$ cat config.mk
export PLATFORM = sky130hd
export DESIGN_NAME = mem_ctrl_arbiter
export DESIGN_NICKNAME = d
export VERILOG_FILES = /design/src/rtl/mem_ctrl_arbiter_pkg.sv /design/src/rtl/mem_ctrl_arbiter_rr_picker.sv /design/src/rtl/mem_ctrl_arbiter.sv
export SDC_FILE = /design/constraint.sdc
export NUM_CORES = 1
export LEC_CHECK = 0
export CAP_MARGIN = 0
export CORE_MARGIN = 2
export CORE_UTILIZATION = 45
export CTS_BUF_LIST = sky130_fd_sc_hd__clkbuf_8 sky130_fd_sc_hd__clkbuf_16
export DETAILED_ROUTE_END_ITERATION = 12
export PLACE_DENSITY = 0.79
export SLEW_MARGIN = 20
export SYNTH_ARGS = -nofsm -noshare
export SYNTH_HDL_FRONTEND = slang
export SYNTH_SLANG_ARGS = --single-unit
$ cat constraint.sdc
create_clock -name clk -period 2.56 [get_ports clk]
set_input_delay 0.64 -clock clk [delete_from_list [all_inputs] [get_ports clk]]
set_output_delay 0.64 -clock clk [all_outputs]
set_load 0.1 [all_outputs]
$ cat src/rtl/mem_ctrl_arbiter_pkg.sv
// Shared types and widths for the memory-controller port arbiter.
package mem_ctrl_arbiter_pkg;

    localparam int SRAM_AW   = 10;
    localparam int EXT_AW    = 30;
    localparam int MC_PROG_W = 10;

    typedef struct packed {
        logic               we;
        logic [SRAM_AW-1:0] sramAddr;
        logic [EXT_AW-1:0]  extAddr;
    } MemRq_t;

    typedef enum logic [1:0] {
        ST_IDLE   = 2'd0,
        ST_ISSUE  = 2'd1,
        ST_ACTIVE = 2'd2
    } arb_state_t;

endpackage

$ cat src/rtl/mem_ctrl_arbiter_rr_picker.sv
// Combinational round-robin picker: first set bit of req at or after ptr, wrapping.
module rr_picker #(
    parameter int NUM_REQ = 2,
    parameter int ID_W    = 1
) (
    input  logic [NUM_REQ-1:0] req,
    input  logic [ID_W-1:0]    ptr,
    output logic               valid,
    output logic [ID_W-1:0]    winner
);

    int idx;

    always_comb begin
        valid  = 1'b0;
        winner = '0;
        idx    = 0;
        for (int k = 0; k < NUM_REQ; k++) begin
            idx = int'(ptr) + k;
            if (idx >= NUM_REQ) idx = idx - NUM_REQ;
            if (!valid && req[idx[ID_W-1:0]]) begin
                valid  = 1'b1;
                winner = idx[ID_W-1:0];
            end
        end
    end

endmodule

$ cat src/rtl/mem_ctrl_arbiter.sv
// Round-robin arbiter sharing the single MC transfer port between cache controllers.
// state  | meaning
// IDLE   | nothing owned; grant when a request is pending and the MC is free
// ISSUE  | command strobe out; MC busy not yet valid, so it is ignored
// ACTIVE | waiting for MC busy to drop, then signal done to the owner
module mem_ctrl_arbiter
    import mem_ctrl_arbiter_pkg::*;
#(
    parameter  int NUM_REQ = 2,
    localparam int ID_W    = (NUM_REQ > 1) ? $clog2(NUM_REQ) : 1
) (
    input  logic                        clk,
    input  logic                        rst,
    input  logic [NUM_REQ-1:0]          IN_rqCe,
    input  logic [NUM_REQ-1:0]          IN_rqWe,
    input  logic [NUM_REQ*SRAM_AW-1:0]  IN_rqSramAddr,
    input  logic [NUM_REQ*EXT_AW-1:0]   IN_rqExtAddr,
    output logic [NUM_REQ-1:0]          OUT_rqReady,
    output logic [NUM_REQ-1:0]          OUT_rqBusy,
    output logic [NUM_REQ-1:0]          OUT_rqDone,
    output logic [MC_PROG_W-1:0]        OUT_rqProgress,
    output logic                        OUT_MC_ce,
    output logic                        OUT_MC_we,
    output logic [SRAM_AW-1:0]          OUT_MC_sramAddr,
    output logic [EXT_AW-1:0]           OUT_MC_extAddr,
    output logic [ID_W-1:0]             OUT_MC_cacheID,
    input  logic                        IN_MC_busy,
    input  logic [MC_PROG_W-1:0]        IN_MC_progress
);

    arb_state_t         state, state_nxt;
    MemRq_t             slot [NUM_REQ];
    logic [NUM_REQ-1:0] pending, accept, grant;
    logic [ID_W-1:0]    owner, rr_ptr, pick_idx;
    logic               pick_valid, issue, finish, in_flight;

    rr_picker #(.NUM_REQ(NUM_REQ), .ID_W(ID_W)) u_pick (
        .req    (pending),
        .ptr    (rr_ptr),
        .valid  (pick_valid),
        .winner (pick_idx)
    );

    assign in_flight      = (state != ST_IDLE);
    assign OUT_rqProgress = IN_MC_progress;
    assign accept         = IN_rqCe & OUT_rqReady;

    always_comb begin
        OUT_rqReady = '0;
        OUT_rqBusy  = '0;
        grant       = '0;
        for (int i = 0; i < NUM_REQ; i++) begin
            OUT_rqReady[i] = !pending[i] && !(in_flight && owner == ID_W'(i));
            OUT_rqBusy[i]  =  pending[i] ||  (in_flight && owner == ID_W'(i));
            grant[i]       = issue && (pick_idx == ID_W'(i));
        end
    end

    always_comb begin
        state_nxt = state;
        issue     = 1'b0;
        finish    = 1'b0;
        case (state)
            ST_IDLE: begin
                if (pick_valid && !IN_MC_busy) begin
                    issue     = 1'b1;
                    state_nxt = ST_ISSUE;
                end
            end
            ST_ISSUE: state_nxt = ST_ACTIVE;
            ST_ACTIVE: begin
                if (!IN_MC_busy) begin
                    finish    = 1'b1;
                    state_nxt = ST_IDLE;
                end
            end
            default: state_nxt = ST_IDLE;
        endcase
    end

    always_ff @(posedge clk) begin
        if (!rst) state <= ST_IDLE;
        else      state <= state_nxt;
    end

    // Slots only matter while pending, so they carry no reset.
    always_ff @(posedge clk) begin
        for (int i = 0; i < NUM_REQ; i++) begin
            if (accept[i]) begin
                slot[i] <= '{we:       IN_rqWe[i],
                             sramAddr: IN_rqSramAddr[i*SRAM_AW +: SRAM_AW],
                             extAddr:  IN_rqExtAddr[i*EXT_AW +: EXT_AW]};
            end
        end
    end

    always_ff @(posedge clk) begin
        if (!rst) begin
            pending         <= '0;
            owner           <= '0;
            rr_ptr          <= '0;
            OUT_rqDone      <= '0;
            OUT_MC_ce       <= 1'b0;
            OUT_MC_we       <= 1'b0;
            OUT_MC_sramAddr <= '0;
            OUT_MC_extAddr  <= '0;
            OUT_MC_cacheID  <= '0;
        end else begin
            pending   <= (pending & ~grant) | accept;
            OUT_MC_ce <= issue;
            if (issue) begin
                owner           <= pick_idx;
                OUT_MC_we       <= slot[pick_idx].we;
                OUT_MC_sramAddr <= slot[pick_idx].sramAddr;
                OUT_MC_extAddr  <= slot[pick_idx].extAddr;
                OUT_MC_cacheID  <= pick_idx;
            end
            for (int i = 0; i < NUM_REQ; i++) begin
                OUT_rqDone[i] <= finish && (owner == ID_W'(i));
            end
            if (finish) begin
                rr_ptr <= (owner == ID_W'(NUM_REQ-1)) ? '0 : owner + ID_W'(1);
            end
        end
    end

endmodule

==> flow_metrics.env <==
export IMPL_status="completed"
export IMPL_drive_gt1_share_pct=20.8
export IMPL_area_growth_syn_to_layout_pct=41.7
export IMPL_core_um2=10200
export IMPL_ant_nets=0
export IMPL_fin_skew_ns=0.00760
export IMPL_worst_path_buf_inv=2
export IMPL_grt_max_degree=42
export IMPL_cellLeakagePower_nw=2.51
export IMPL_grt_usage_pct=19.1
export IMPL_first_pass_iters=4
export IMPL_finalPower_mw=6.22
export IMPL_die_area_um2=11200
export IMPL_first_global_vias=3303
export IMPL_hold_viol_final=0
export IMPL_fp_dieH_um=106
export IMPL_gp_congestion=0.777
export IMPL_antenna_cells=0
export IMPL_final_nets=546
export IMPL_finalWirelength_mm=10.4
export IMPL_rows=37
export IMPL_seq_area_um2=3470
export IMPL_cts_setup_buffers=0
export IMPL_cts_sinks=132
export IMPL_clockRootBuffer="clkbuf_8"
export IMPL_port_buffers=135
export IMPL_clkTransAtPathRegs_ns=0.06
export IMPL_slowest_delay_ns=0.42
export IMPL_drv_slew=0
export IMPL_cts_resized=0
export IMPL_drt_iter0_drc=173
export IMPL_synth_seq_cells=132
export IMPL_hold_buffers=0
export IMPL_period_share_pct=91.3
export IMPL_synth_cell_type_count=29
export IMPL_multi_input_area_um2=1010
export IMPL_netlist_top_cells_area="edfxtp_1 (53%), dfxtp_1 (21%), a221o_1 (8.8%), a21oi_1 (4.6%), nand2_1 (3.5%)"
export IMPL_fmax_ghz=0.428
export IMPL_syn_cell_area_um2=4680
export IMPL_maxCapViolCount=0
export IMPL_synthArstFlopShare_pct=0
export IMPL_drc=0
export IMPL_synth_seq_area_share_pct=73.9
export IMPL_crit_chain="o21ai_0 > nand2b_4 > clkinvlp_4 > buf_12"
export IMPL_critical_path_peak_fanout=7
export IMPL_syn_num_nets=422
export IMPL_cts_tree="done"
export IMPL_synth_edf_count=82
export IMPL_crit_required_ns=1.92
export IMPL_start_kind="register"
export IMPL_critPathArrivalTime_ns=1.70
export IMPL_post_drt_wl_per_cell_um=17.3
export IMPL_layout_commonest_cell="clkdlybuf4s50_1"
export IMPL_layout_common_cells="clkdlybuf4s50_1 (85), edfxtp_1 (82), buf_4 (51)"
export IMPL_synthCells=325
export IMPL_nFillCells=746
export IMPL_relSlewSlack_pct=39.1
export IMPL_tns_ns=0
export IMPL_grt_first_pass_wirelength_mm=16.5
export IMPL_path_class="register to output port"
export IMPL_cellPowerDensity_nw_per_um2=937
export IMPL_yosysWarningCount=0
export IMPL_viasPerCell=5.17
export IMPL_irDropWorstVdd_mv=0.553
export IMPL_grt_overflow=0
export IMPL_yosysTopAreaCell="edfxtp_1"
export IMPL_fin_crit_ns=2.34
export IMPL_antenna_found_initial=0
export IMPL_syn_area_per_cell_um2=14.4
export IMPL_clk_path_buf_depth=2
export IMPL_initial_core_util_pct=45.8
export IMPL_setup_viol=0
export IMPL_htreeDepth=4
export IMPL_io_pins=156
export IMPL_cts_buffers=17
export IMPL_synth_top_area_share_pct=52.6
export IMPL_end_kind="output port"
export IMPL_num_vias=3090
export IMPL_cpMaxStageDelayCell="o21ai_0"
export IMPL_dp_hpwl_mm=6.40
export IMPL_clk_latency_ns=0.49
export IMPL_grt_setup_unrepaired="no"
export IMPL_synth_ff_type="edfxtp_1"
export IMPL_max_slew_worst_pin_slew_ns=0.914
export IMPL_worstHoldPathType="register to register"
export IMPL_die_x_um=106
export IMPL_crit_family="compound AO/OA/AOI/OAI gates"
## kinds of logic (layout without fill, tap and decap cells)
| group | count (synthesis) | after routing | share of synthesized area, % |
|---|---|---|---|
| buffers and inverters | 39 | 176 | 5.05 |
| AND/OR/NAND/NOR | 64 | 64 | 6.62 |
| flip-flops | 132 | 132 | 73.9 |
| AO/OA/AOI/OAI | 89 | 89 | 14.2 |
| multiplexers | 1 | 1 | 0.240 |
## path summary, 6_finish.rpt
| check | slack [ns] | depth (start not counted) | to | startpoint |
|---|---|---|---|---|
| setup / recovery | 0.22 | 4 | OUT_rqReady[1] | state[0] |
| hold / removal | 0.46 | 1 | OUT_MC_extAddr[15] | slot[0][15] |
| setup reg to reg | 0.58 | 4 | slot[1][2] | state[0] |
| hold reg to reg | 0.46 | 1 | OUT_MC_extAddr[15] | slot[0][15] |
## worst reg2reg max path, delay by kind of cell, from the launching register on
kind / cells / cell delay (ns)
and+or+nand+nor: 2 / 0.67
AOI/OAI and AO/OA: 1 / 0.42
DFF: 1 / 0.38
buffers and inverters: 1 / 0.11
## synthesized netlist by cell type, types with 2 or more instances
cell and instances:
inv_1 4, and4b_1 3, edfxtp_1 82, a21oi_1 43
buf_2 9, buf_4 11, nand2_1 44, nor2_1 3
dfxtp_1 50, and3_1 2, nand2b_1 2, buf_6 5
clkbuf_1 10, and2_1 2, a221o_1 41
## power by group
part / internal (mW) / total, mW / switching, mW
sequential: 2.44 / 2.51 / 0.0690
clock: 1.87 / 2.74 / 0.864
combinational: 0.286 / 0.975 / 0.689
total: 4.60 / 6.22 / 1.62
## registers in the layout, indices dropped and copies added, names as in the netlist
name / flops
slot: 82
OUT_MC_extAddr: 30
OUT_MC_sramAddr: 10
OUT_rqDone: 2
pending: 2
state: 2
OUT_MC_ce: 1
OUT_MC_we: 1
owner: 1
rr_ptr: 1
## through the flow
| step | cell area (um2) | utilization, % | std cells | worst slack [ns] | hold slack (ns) |
|---|---|---|---|---|---|
| after global routing | 6640 | 64.9 | 598 | 0.147 | 0.480 |
| after CTS | 6640 | 64.9 | 598 | 0.196 | 0.470 |
| after global placement | 5970 | 58.3 | 566 | 0.0704 | 0.451 |
| final | 6640 | 64.9 | 598 | 0.222 | 0.464 |
| after detailed placement | 5970 | 58.3 | 566 | -0.0325 | 0.457 |
| after floorplan | 4710 | - | 325 | 0.0581 | 0.448 |
## cell type report
type	instances	area share [%]
clock buffers	17	6.24
clock inverters	15	3.90
inverters	4	0.339
multi-input cells	154	15.2
flip-flops and latches	132	52.2
well taps	136	2.56
repair buffers	140	19.6
## layer usage
| metal | track usage [%] | share of wire, % | up-vias |
|---|---|---|---|
| li1 | - | - | 1476 |
| met1 | 23.0 | 40 | 1493 |
| met2 | 33.3 | 53 | 113 |
| met3 | 5.21 | 6.0 | 8 |
| met4 | 6.20 | 0.80 | 0 |
| met5 | 0 | 0 | - |
No activity file was read; power rests on OpenSTA's default activity.
